**src/rtl/cic_pkg.sv**
```systemverilog
// Shared helpers for the CIC decimator back end.
package cic_pkg;

   // Rates of 0 and 1 both pass every sample; otherwise keep once the phase reaches rate-1.
   function automatic logic phase_done(input logic [63:0] phase, input logic [63:0] rate);
      return (rate <= 64'd1) || (phase >= rate - 64'd1);
   endfunction

endpackage

```
**src/rtl/cic_comb_stage.sv**
```systemverilog
// One CIC comb: y[n] = x[n] - x[n-CIC_M], advanced only on input strobes.
module cic_comb_stage #(
   parameter int DW    = 32,
   parameter int CIC_M = 1
) (
   input  logic                 clk,
   input  logic                 reset_n,
   input  logic                 in_str,
   input  logic signed [DW-1:0] in_data,
   output logic                 out_str,
   output logic signed [DW-1:0] out_data
);

   logic signed [DW-1:0] dly [CIC_M];

   // Subtraction wraps in DW bits; output data holds between strobes.
   always_ff @(posedge clk) begin
      if (!reset_n) begin
         out_str  <= 1'b0;
         out_data <= '0;
         for (int i = 0; i < CIC_M; i++) begin
            dly[i] <= '0;
         end
      end else begin
         out_str <= in_str;
         if (in_str) begin
            out_data <= in_data - dly[CIC_M-1];
            dly[0]   <= in_data;
            for (int i = 1; i < CIC_M; i++) begin
               dly[i] <= dly[i-1];
            end
         end
      end
   end

endmodule

```
**src/rtl/cic_decim_tail.sv**
```systemverilog
// CIC decimator back end: keep one of every R valid samples, then CIC_N comb stages.
module cic_decim_tail
   import cic_pkg::*;
#(
   parameter int DW            = 32,
   parameter int RATE_DW       = 32,
   parameter int CIC_R         = 10,
   parameter int CIC_N         = 7,
   parameter int CIC_M         = 1,
   parameter int VARIABLE_RATE = 1
) (
   input  logic                 clk,
   input  logic                 reset_n,
   input  logic signed [DW-1:0] s_axis_in_tdata,
   input  logic                 s_axis_in_tvalid,
   input  logic [RATE_DW-1:0]   s_axis_rate_tdata,
   input  logic                 s_axis_rate_tvalid,
   output logic signed [DW-1:0] m_axis_out_tdata,
   output logic                 m_axis_out_tvalid
);

   logic [RATE_DW-1:0]   rate;
   logic [RATE_DW-1:0]   phase;
   logic                 ds_str;
   logic signed [DW-1:0] ds_data;

   generate
      if (VARIABLE_RATE != 0) begin : g_var_rate
         // A load takes effect from the next cycle, so a same-cycle sample sees the old rate.
         always_ff @(posedge clk) begin
            if (!reset_n) begin
               rate <= RATE_DW'(CIC_R);
            end else if (s_axis_rate_tvalid) begin
               rate <= s_axis_rate_tdata;
            end
         end
      end else begin : g_fixed_rate
         logic unused_rate;
         assign rate        = RATE_DW'(CIC_R);
         assign unused_rate = ^{s_axis_rate_tdata, s_axis_rate_tvalid};
      end
   endgenerate

   // Comparing with >= lets a rate decrease emit on the next valid sample instead of wrapping.
   always_ff @(posedge clk) begin
      if (!reset_n) begin
         phase   <= '0;
         ds_str  <= 1'b0;
         ds_data <= '0;
      end else begin
         ds_str <= 1'b0;
         if (s_axis_in_tvalid) begin
            if (phase_done(64'(phase), 64'(rate))) begin
               ds_data <= s_axis_in_tdata;
               ds_str  <= 1'b1;
               phase   <= '0;
            end else begin
               phase <= phase + RATE_DW'(1);
            end
         end
      end
   end

   logic                 str  [CIC_N+1];
   logic signed [DW-1:0] data [CIC_N+1];

   assign str[0]  = ds_str;
   assign data[0] = ds_data;

   generate
      for (genvar k = 0; k < CIC_N; k++) begin : g_comb
         cic_comb_stage #(
            .DW    (DW),
            .CIC_M (CIC_M)
         ) u_comb (
            .clk      (clk),
            .reset_n  (reset_n),
            .in_str   (str[k]),
            .in_data  (data[k]),
            .out_str  (str[k+1]),
            .out_data (data[k+1])
         );
      end
   endgenerate

   assign m_axis_out_tvalid = str[CIC_N];
   assign m_axis_out_tdata  = data[CIC_N];

endmodule

```
**config.mk**
```make
export PLATFORM = sky130hd
export DESIGN_NAME = cic_decim_tail
export DESIGN_NICKNAME = d
export VERILOG_FILES = /design/src/rtl/cic_pkg.sv /design/src/rtl/cic_comb_stage.sv /design/src/rtl/cic_decim_tail.sv
export SDC_FILE = /design/constraint.sdc
export NUM_CORES = 1
export LEC_CHECK = 0
export ABC_AREA = 1
export BUFFER_PORTS_ARGS = -buffer_cell sky130_fd_sc_hd__buf_2
export CAP_MARGIN = 20
export CORE_ASPECT_RATIO = 0.8
export CORE_MARGIN = 2
export CORE_UTILIZATION = 40
export CTS_BUF_LIST = sky130_fd_sc_hd__clkbuf_2
export DETAILED_ROUTE_END_ITERATION = 7
export GPL_TIMING_DRIVEN = 1
export SLEW_MARGIN = 0
export SYNTH_ARGS = -nofsm -noshare
export SYNTH_HDL_FRONTEND = slang
export SYNTH_HIERARCHICAL = 1
export SYNTH_SLANG_ARGS = --single-unit
```
**constraint.sdc**
```tcl
create_clock -name clk -period 3.4 [get_ports clk]
set_input_delay 0.17 -clock clk [delete_from_list [all_inputs] [get_ports clk]]
set_output_delay 0.17 -clock clk [all_outputs]
set_load 0.02 [all_outputs]
```
### After elaboration in Yosys (flattened, before gate mapping)

Memory sizes are Yosys's and may differ from the RTL's.
Index checks and enable logic that the tools add are counted.
W data, S select, Z words.

* add/sub/neg operators: 9
* multiply operators: 0
* divide/modulo/power cells: 0
* magnitude comparators: 2
* eq/ne operators: 0
* shifts and indexed selects: 0
* mux-type cells: 38
* bitwise gates (word level): 0
* reductions and logical operators: 10

Operators with widths (number)
* $mux W32: 8
* $reduce_or A32 Y1: 7
* $sub A32 B32 Y32: 7
* $ge A32 B64 Y1: 1
* $sub A32 B1 Y33 const B: 1
* $add A32 B1 Y32 const B: 1
* $le A32 B1 Y1 const B: 1
* $mux W1: 30
* $reduce_and A2 Y1: 2
* $logic_or A1 B1 Y1: 1

* flip-flop bits (word level): 328
* latch bits: 0
* memory bits (writable): 224
* ROM bits: 0
* input port bits: 68
* output and inout port bits: 33
* memories kept: 7

Memories
* g_comb[0].u_comb.dly: depth 1, bits a word 32, rd ports 1, clocked after Yosys merged registers in 0, write ports 1, RTL line cic_comb_stage.sv:14 `logic signed [DW-1:0] dly [CIC_M];`
* g_comb[1].u_comb.dly: depth 1, bits a word 32, rd ports 1, clocked after Yosys merged registers in 0, write ports 1, RTL line cic_comb_stage.sv:14
* g_comb[2].u_comb.dly: depth 1, bits a word 32, rd ports 1, clocked after Yosys merged registers in 0, write ports 1, RTL line cic_comb_stage.sv:14
* g_comb[3].u_comb.dly: depth 1, bits a word 32, rd ports 1, clocked after Yosys merged registers in 0, write ports 1, RTL line cic_comb_stage.sv:14
* g_comb[4].u_comb.dly: depth 1, bits a word 32, rd ports 1, clocked after Yosys merged registers in 0, write ports 1, RTL line cic_comb_stage.sv:14
* g_comb[5].u_comb.dly: depth 1, bits a word 32, rd ports 1, clocked after Yosys merged registers in 0, write ports 1, RTL line cic_comb_stage.sv:14
* 1 more memories

### Depth between registers and ports, before layout

Gate-level depths: netlist of run 1.

* word-level depth: 5
* gate-level depth with buffers: 26

### Cells and area by module

The synthesis of run 1 kept the hierarchy.

Modules (own cells, without submodules)
* cic_comb_stage: instances 7, cells an instance 758, area each 4700.8 µm²
* cic_decim_tail: instances 1, cells an instance 756, area each 5587.9 µm²

### Worst setup path before layout of run 1

No wires, ideal clock.

* path type: register to register
* start point: reg rate[0]
* end point: reg phase[19]
* data arrival time: 2903 ps
* path slack: 382 ps
* stages on the path, launching flop included: 24
* path buffers: 1
* path through: dfxtp_1 > inv_1 > ha_1 > nand2_1 > nor2_2 > nand4_1 > nor4_1 > xor2_1 > inv_1 > ha_1 > nand2_1 > nor2_1 > nand3_1 > nor2_1 > nand2_1 > nand2_1 > nor2_1 > nand2_1 > nand2_2 > nand2_8 > nand2_8 > nand2_8 > buf_6 > nor2_2

* word-level cells in the longest chain between the ends: 4
* elaborated cells between the ends (all ways): 5
* those cells by class: add/sub: 1; order compare: 2; mux: 1; reduce/logical: 1

RTL lines
* from (decl): RTL line cic_decim_tail.sv:22 `logic [RATE_DW-1:0] rate;`
* from (signal assigned): RTL line cic_decim_tail.sv:32 `rate <= RATE_DW'(CIC_R);`
* from (signal assigned): RTL line cic_decim_tail.sv:34 `rate <= s_axis_rate_tdata;`
* $sub A32 B1 Y33: RTL line cic_pkg.sv:6 `return (rate <= 64'd1) || (phase >= rate - 64'd1);`
* $ge A32 B64 Y1: RTL line cic_pkg.sv:6
* $logic_or A1 B1 Y1 (*): RTL line cic_pkg.sv:6
* $mux W32 (*): RTL line cic_decim_tail.sv:53 `if (phase_done(64'(phase), 64'(rate))) begin`
* to (signal assigned): RTL line cic_decim_tail.sv:58 `phase <= phase + RATE_DW'(1);`
* to (decl): RTL line cic_decim_tail.sv:23 `logic [RATE_DW-1:0] phase;`

Mark *: on every way between the ends. The rest lies on a longest branch, timed or not.
A chain may end at the register's enable or synchronous reset.

### Worst setup path in the final report of run 1

* start point: reg rate[10]
* end point: reg ds_data[30]

* word-level cells in the longest chain between the ends: 4
* elaborated cells between the ends (all ways): 5
* those cells by class: add/sub: 1; order compare: 2; reduce/logical: 2

RTL lines
* $sub A32 B1 Y33: RTL line cic_pkg.sv:6
* $ge A32 B64 Y1: RTL line cic_pkg.sv:6
* $logic_or A1 B1 Y1 (*): RTL line cic_pkg.sv:6
* $reduce_and A2 Y1 (no line) (*)
* to (signal assigned): RTL line cic_decim_tail.sv:54 `ds_data <= s_axis_in_tdata;`
* to (decl): RTL line cic_decim_tail.sv:25 `logic signed [DW-1:0] ds_data;`

Marked as above.

==> results of run 1 <==
-- critical path: cells and delay by family, from the launching register on --
kind | cells | cell delay [ns]
AOI/OAI and AO/OA | 1 | 0.13
xor gates and xnor gates | 1 | 0.18
adders and majority gates | 1 | 0.27
buffers and inverters | 3 | 0.35
DFF | 1 | 0.36
and+or+nand+nor | 18 | 2.01
-- how the worst max path moves through the flow --
| stage | from | endpoint | slack [ns] | cells past startpoint |
|---|---|---|---|---|
| finish | rate[10]$_SDFFE_PN0P_ | ds_data[30]$_SDFFE_PN0P_ | 0.06 | 24 |
| global route | rate[10]$_SDFFE_PN0P_ | ds_data[28]$_SDFFE_PN0P_ | -0.08 | 24 |
| CTS | rate[1]$_SDFFE_PN1P_ | phase[13]$_SDFFE_PN0P_ | 0.01 | 25 |
| detailed placement | rate[1]$_SDFFE_PN1P_ | phase[13]$_SDFFE_PN0P_ | -0.05 | 21 |
| global placement | rate[1]$_SDFFE_PN1P_ | phase[29]$_SDFFE_PN0P_ | 0.03 | 21 |
| floorplan | rate[0]$_SDFFE_PN0P_ | phase[19]$_SDFFE_PN0P_ | 0.38 | 23 |
-- cell type report --
type,count,area (sq um)
sequential,552,13300
multi-input combinational,4078,20000
timing repair buffer,377,3270
fill,9959,50400
tap,1287,1610
antenna,5,12.5
inverter,1344,5040
clock inverter,53,389
clock buffer,221,1110
-- repair_timing --
item	in CTS	in global routing
setup buffers	0	9
hold buffers	231	0
gates cloned	0	5
endpoints found under the setup margin	3	65
endpoints found under the hold margin	627	0
pin swaps	1	32
resized for setup	3	63
-- state kept, by name, summed over array words and instances, names as in the netlist --
register and count:
ds_data 32, g_comb.u_comb/out_data 224, rate 32, phase 32, ds_str 1, g_comb.u_comb/out_str 7, g_comb.u_comb/dly 224
-- synth_stat cells, types with 17 or more instances --
| cell type | count |
|---|---|
| nand2_1 | 2108 |
| inv_1 | 1332 |
| nor2_1 | 650 |
| nand3_1 | 330 |
| dfxtp_1 | 328 |
| a21oi_1 | 272 |
| ha_1 | 252 |
| edfxtp_1 | 224 |
| o21ai_0 | 165 |
| clkbuf_1 | 62 |
| xor2_1 | 44 |
| nand4_1 | 39 |
| and2_1 | 28 |
| nand2_2 | 25 |
| nand3b_1 | 18 |
| nor2_2 | 17 |
-- cell families (layout without fill, tap and decap cells) --
kind of cell | after synthesis | count (layout)
buffers and inverters | 1433 | 1995
adder cells (fa/ha/maj) | 259 | 259
other | 0 | 5
XOR/XNOR | 53 | 53
AO/OA/AOI/OAI | 500 | 500
AND/OR/NAND/NOR | 3265 | 3266
flip-flops | 552 | 552
-- routing by layer --
| metal | vias up | global-route usage |
|---|---|---|
| met5 | - | 0 |
| met4 | 0 | 0.0802 |
| met3 | 196 | 0.0356 |
| met2 | 977 | 0.325 |
| met1 | 16500 | 0.343 |
| li1 | 19400 | - |
-- per-stage QoR --
stage | power [mW] | area, sq um
2_1_floorplan | 7.91 | 38500
3_3_place_gp | 8.23 | 40500
3_5_place_dp | 8.24 | 40500
4_1_cts | 13.8 | 44300
5_1_grt | 14.4 | 44700
6_report | 13.7 | 44700
-- power by group through the flow --
stage | registers, mW | logic [mW] | clock network (mW)
floorplan | 7.18 | 0.732 | 0
global placement | 7.19 | 1.04 | 0
detailed placement | 7.19 | 1.05 | 0
CTS | 7.04 | 1.27 | 5.48
global route | 7.06 | 1.51 | 5.81
finish | 7.04 | 1.36 | 5.27
==> key figures, run 1 <==
Drt
  – Post-DRT Antenna Nets: 0
  – Pre-antenna DRT Iters: 5
  – Via density: roughly 4.7
  – DR iter-0 viols: around 2.6k
  – DR WL met2: ~44,000 um
  – WL per Instance: roughly 14 um
  – Via Count: 37.1k
  – Routed wl met3: 7320 um
  – Routed WL: ~110,000 um
  – Drc violations: 0
  – Met1 WL: a little under 60,000 um
  – DR top layer: met4

Placed design
  – RePlAce Congestion: around 0.92
  – Hpwl dp: between 80,000 and 90,000 um
  – Port Buffers: 100
  – Dpl ws: -0.0505 ns
  – Cell count after placement: roughly 7.4k

Clocking
  – Clk_lat worst skew: between 1 and 1.5 ns
  – CTS Sinks: approximately 550
  – Num CTS Buffers: between 150 and 200
  – Clock transition at path regs: around 0.13 ns
  – Clk root buf: clkbuf_2
  – Clk buf depth: 3
  – H-tree Lvls: 4
  – CTS tree: yes

Power
  – Leakage Power: approximately 24 nW
  – Combinational share of power: 0.099
  – Switching portion of total power: 0.294
  – Sequential cell fraction of total power: 0.515
  – Clock power frac: 0.385
  – Internal: 9.65 mW
  – PwrDens: ~310 nW/um^2
  – Psw: between 4 and 5 mW
  – Max rail drop VDD: about 0.00027 V

STA
  – Hold Vio Cnt, Final: 0
  – Min Clock Period, post-route: ~3.3 ns
  – Headroom to the max-slew limit: 0.346
  – Setup TNS: 0 ns
  – Highest Clock Rate: about 300 MHz
  – Tightest Pin Transition: just under 1 ns
  – Fin worst setup slack: 0.0595 ns
  – Max-slew violation count: 0
  – Final Cycle Share: 0.982
  – Worst hold slack: 0.287 ns
  – Worst-case clock skew: 0.0922 ns
  – Final setup fails: 0

Synthesis
  – Synthesized area: ~38,000 sq um
  – Cells after Synth: ~6.1k
  – Post-synth top area share: 0.206
  – Async set-reset flop share out of synthesis: 0
  – Ranking of synthesized cells by area: nand2_1 (21%), edfxtp_1 (17%), dfxtp_1 (17%)
  – Synth Area in Compound Gates: 0.0694
  – Multiplexer share of the synthesized area: 0
  – Synth area leader: nand2_1
  – Adder-cell area share of the yosys netlist: 0.0856
  – Average size of a mapped cell: approximately 6.3 sq um
  – Synth Area in Simple Gates: 0.345
  – Largest family of logic cells by synthesized area: simple AND/OR/NAND/NOR gates
  – Commonest register cell after synthesis: dfxtp_1
  – Synth cell types: 45
  – Synth Area in XOR/XNOR: 0.0121
  – Yosys Warn Count: 6
  – Sequential area share after synthesis: 0.345
  – Synth Register Bits: 552
  – Count of flip-flops with a built-in enable after synthesis: between 200 and 250
  – Syn Nets: roughly 6.4k

Job
  – Max Cap Viol: 0

Global routing
  – First-pass GRT wire length: about 180,000 um
  – All-Layer GR Usage: 0.228
  – Largest net degree at the start of global routing: 46
  – Initial antenna violation count: 4
  – Number of global-route vias before repair: between 30k and 40k
  – Remaining Overflow, GRT: 0

Worst setup path
  – CP cell instances: or2_4, nor2_4, nand2_1, nor2_1, nand2_2, inv_2, nand2_4, nor3_4, xor2_2, ha_1, nand2_2, inv_1, nand2_1, nand2_1, a21oi_2, nand2_1, nor2_1, nand2_1, nand2_4, nand2_8, nand2_8, buf_6, nand3_1, nand2_1
  – Worst EP required: ~4.8 ns
  – Slowest stage cell, crit path: dfxtp_1
  – Kind of critical path: flop to flop
  – Max FO, Critical Path: 8
  – RR Endpoint: ds_data[30]$_SDFFE_PN0P_
  – Worst EP arrival: 4.73 ns
  – CP startpoint kind: flop
  – Reg2reg start: rate[10]$_SDFFE_PN0P_
  – Most frequent CP cell: nand2_1
  – R2R Setup Slk: approximately 0.060 ns
  – Worst-case reg-to-reg path depth: 24
  – CP endpoint kind: flop
  – CP peak stage delay: ~0.36 ns

Floorplan
  – Die height: roughly 280 um
  – FP Rows: a little over 100
  – Die width: 351 um
  – Initial Util: 0.405
  – # IOs: 101
  – Die area: 98,700 sq um
  – Core area: around 95,000 sq um

Worst hold path
  – Endpoint, Worst Hold: rate[1]$_SDFFE_PN1P_
  – Hold depth: 4
  – Hold wc startpoint: s_axis_rate_tvalid
  – HP Class: input pin to flop

Run status
  – Run status: finished, final reports clean

Finish
  – Commonest non-fill, non-tap cell in the layout: nand2_1
  – Finished Layout Cells: between 7k and 8k
  – Fin util: 0.470
  – Area grow syn2layout: 16.2%
  – Share of layout cells above drive strength 1: 0.0824
  – Final Net Count: 6,832
  – Leading cell types in the layout, fill and taps excluded: nand2_1 (2,102), inv_1 (1,328), nor2_1 (633)
Note: power is estimated with default switching activity, not from simulation.
==> inputs of run 2 (changes only) <==
==> constraint.sdc (replaced) <==
create_clock -name clk -period 4.1 [get_ports clk]
set_input_delay 0.205 -clock clk [delete_from_list [all_inputs] [get_ports clk]]
set_output_delay 0.205 -clock clk [all_outputs]
set_load 0.005 [all_outputs]
==> run 2 against run 1 <==
  * Die area unchanged
  * Global-route usage is 0.13 points lower
  * Core utilization is 0.35 points lower
  * Non-clock buffer count down 20
  * Combinational power fell by 21%
  * Via count about the same
  * First-iteration DRC count increased by 7.7%
  * Largest power group unchanged
==> key figures, run 2 (synthesis gave the netlist of run 1 again) <==
Global routing
  – All-Layer GR Usage: 0.226 (-0.00135)
  – Remaining Overflow, GRT: 0 (unchanged)
  – Largest net degree at the start of global routing: 50 (+8.7%)
  – First-pass GRT wire length: 181,000 um (-0.31%)
  – Initial antenna violation count: 5 (+1)
  – Number of global-route vias before repair: 34.8k (-0.44%)

Drt
  – Pre-antenna DRT Iters: 5 (unchanged)
  – Drc violations: 0 (unchanged)
  – Post-DRT Antenna Nets: 0 (unchanged)
  – Via density: 4.70 (+0.29%)
  – Routed wl met3: 7500 um (+2.5%)
  – Met1 WL: 58,100 um (-0.77%)
  – WL per Instance: 14.0 um (-1.1%)
  – DR iter-0 viols: 2,848 (+7.7%)
  – DR top layer: met4
  – Via Count: 37.1k (+0.065%)
  – Routed WL: 111,000 um (-1.4%)
  – DR WL met2: 42,700 um (-2.4%)

Worst setup path
  – Largest delay share family, worst path: simple AND/OR/NAND/NOR gates
  – Slowest stage cell, crit path: dlygate4sd3_1
  – Worst EP arrival: 5.20 ns (+0.47 ns)
  – Worst EP required: 5.43 ns (+0.64 ns)
  – Most frequent CP cell: nand2_1
  – CP cell instances: inv_2, nand2_1, nor2_2, nand2_1, nor2_1, nand2_2, inv_1, nand2_1, nor3_2, xor2_1, ha_1, nand2_1, inv_1, nand2_1, nand2_1, a21oi_1, nand2_1, nor2_1, nand2_2, nand2_8, nand2_8, nand3_1, dlygate4sd3_1, nand2_1
  – Max FO, Critical Path: 9 (+1)
  – CP startpoint kind: flop
  – RR Endpoint: ds_data[7]$_SDFFE_PN0P_
  – Reg2reg start: rate[7]$_SDFFE_PN0P_
  – Kind of critical path: flop to flop
  – Crit path buffers/inverters: 4 (+1)
  – Worst-case reg-to-reg path depth: 24 (unchanged)
  – CP peak stage delay: 0.58 ns (+0.22 ns)
  – CP endpoint kind: flop
  – Crit path launch: rate[7]$_SDFFE_PN0P_
  – R2R Setup Slk: 0.23 ns (+0.17 ns)

STA
  – Hold Vio Cnt, Final: 0 (unchanged)
  – Final Cycle Share: 0.943 (-0.0392)
  – Fin worst setup slack: 0.233 ns (+0.173 ns)
  – Headroom to the max-slew limit: 0.316 (-0.0298)
  – Worst-case clock skew: 0.113 ns (+0.0210 ns)
  – Highest Clock Rate: 259 MHz (-14%)
  – RSZ-0062 raised after global routing: false
  – Final setup fails: 0 (unchanged)
  – Min Clock Period, post-route: 3.87 ns (+0.527 ns)
  – Tightest Pin Transition: 1.03 ns (+0.0447 ns)
  – Setup TNS: 0 ns (unchanged)
  – Max-slew violation count: 0 (unchanged)
  – Worst hold slack: 0.313 ns (+0.0258 ns)

Power
  – Leakage Power: 23.6 nW (-0.98%)
  – Psw: 3.27 mW (-19%)
  – Combinational share of power: 0.094 (-0.005)
  – Max rail drop VDD: 0.000262 V (-2.5%)
  – Switching portion of total power: 0.287 (-0.00747)
  – Sequential cell fraction of total power: 0.511 (-0.004)
  – Clock power frac: 0.395 (+0.010)
  – PwrDens: 257 nW/um^2 (-16%)
  – Internal: 8.16 mW (-15%)

Floorplan
  – Die height: 281 um (unchanged)
  – Die area: 98,700 sq um (unchanged)
  – Die width: 351 um (unchanged)
  – Initial Util: 0.405 (unchanged)
  – # IOs: 101 (unchanged)
  – FP Rows: 101 (unchanged)
  – Core area: 95,200 sq um (unchanged)

Clocking
  – CTS Sinks: 552 (unchanged)
  – Num CTS Buffers: 146 (-3.9%)
  – CTS tree: yes
  – Clk_lat worst skew: 1.47 ns (+0.03 ns)
  – Clock transition at path regs: 0.16 ns (+0.03 ns)
  – Clk root buf: clkbuf_2
  – H-tree Lvls: 4 (unchanged)
  – Clk buf depth: 3 (unchanged)

Worst hold path
  – HP Class: input pin to flop
  – Endpoint, Worst Hold: rate[1]$_SDFFE_PN1P_
  – Hold depth: 4 (unchanged)
  – Hold wc startpoint: s_axis_rate_tvalid

Finish
  – Final Net Count: 6,808 (-0.35%)
  – Share of layout cells above drive strength 1: 0.0730 (-0.00941)
  – Fill count: 9,953 (-0.060%)
  – Finished Layout Cells: 7,899 (-0.23%)
  – Area grow syn2layout: 15.3%
  – Leading cell types in the layout, fill and taps excluded: nand2_1 (2,106), inv_1 (1,331), nor2_1 (640)
  – Fin util: 0.466 (-0.00354)
  – Largest regs: g_comb.u_comb/dly x224, g_comb.u_comb/out_data x224
  – Commonest non-fill, non-tap cell in the layout: nand2_1

Placed design
  – Dpl ws: 0.307 ns (+0.357 ns)
  – Hpwl dp: 81,900 um (-1.1%)
  – Port Buffers: 100 (unchanged)
  – RePlAce Congestion: 0.929 (+0.78%)
  – Cell count after placement: 7,385 (-0.095%)

Run status
  – Run status: finished, final reports clean

Job
  – Max Cap Viol: 0 (unchanged)
run 2: cell count changes in the layout (fill, tap and decap cells not counted), moves of 5 or more:
cell        previous run  this run
clkinvlp_4             5         0
nor2_1               633       640
clkinv_4               5         0
nand3_2               21        11
clkbuf_2             221       214
diode_2                5        10
buf_4                 38        26
clkinv_1              26        35
nand3_1              318       328
run 2: final cells by class:
type / instances / area (sq um) / share of cell area
Inverter: 1344 / 5040 / 0.114
Timing Repair Buffer: 357 / 3030 / 0.0682
Antenna cell: 10 / 25.0 / 0.000564
Clock buffer: 214 / 1070 / 0.0241
Multi-Input combinational cell: 4080 / 19900 / 0.448
Tap cell: 1287 / 1610 / 0.0363
Clock inverter: 55 / 453 / 0.0102
Sequential cell: 552 / 13300 / 0.299
run 2: tightest hold or removal path, stage by stage:
cell and delay (ns):
dlygate4sd3_1 0.55, buf_2 0.23, o21ai_0 0.17, dlygate4sd3_1 0.58
run 2: power groups by stage:
stage          Sequential (mW)  Combinational (mW)  Clock [mW]
2_1_floorplan             5.95               0.607           0
3_3_place_gp              5.96               0.857           0
3_5_place_dp              5.96               0.862           0
4_1_cts                   5.84                1.02        4.69
5_1_grt                   5.86                1.19        4.97
6_report                  5.84                1.07        4.52
run 2: through the flow:
step                      total power [mW]  area (sq um)
after CTS                             11.6         44200
after detailed placement              6.83         40400
final                                 11.4         44400
after global placement                6.82         40400
after global routing                  12.0         44400
after floorplan                       6.56         38500
run 2: worst max path at each step:
stage / endpoint / depth (start not counted) / slack [ns]
after detailed placement: ds_data[15]$_SDFFE_PN0P_ / 23 / 0.31
after floorplan: phase[19]$_SDFFE_PN0P_ / 23 / 1.08
after CTS: ds_data[0]$_SDFFE_PN0P_ / 22 / 0.12
final: ds_data[7]$_SDFFE_PN0P_ / 24 / 0.23
after global placement: ds_data[21]$_SDFFE_PN0P_ / 23 / 0.41
after global routing: ds_data[23]$_SDFFE_PN0P_ / 23 / 0.02
run 2: timing repair:
| action | 4_1_cts | 5_1_grt |
|---|---|---|
| buffers inserted | 0 | 1 |
| endpoints found under the setup margin | 0 | 49 |
| resized for setup | 0 | 21 |
| hold buffers | 230 | 0 |
| hold endpoints to repair | 627 | 0 |
run 2: metal layers:
layer / vias to the layer above / global-route usage
li1: 19400 / -
met4: 0 / 0.0719
met5: - / 0
met3: 209 / 0.0340
met2: 1009 / 0.323
met1: 16500 / 0.344
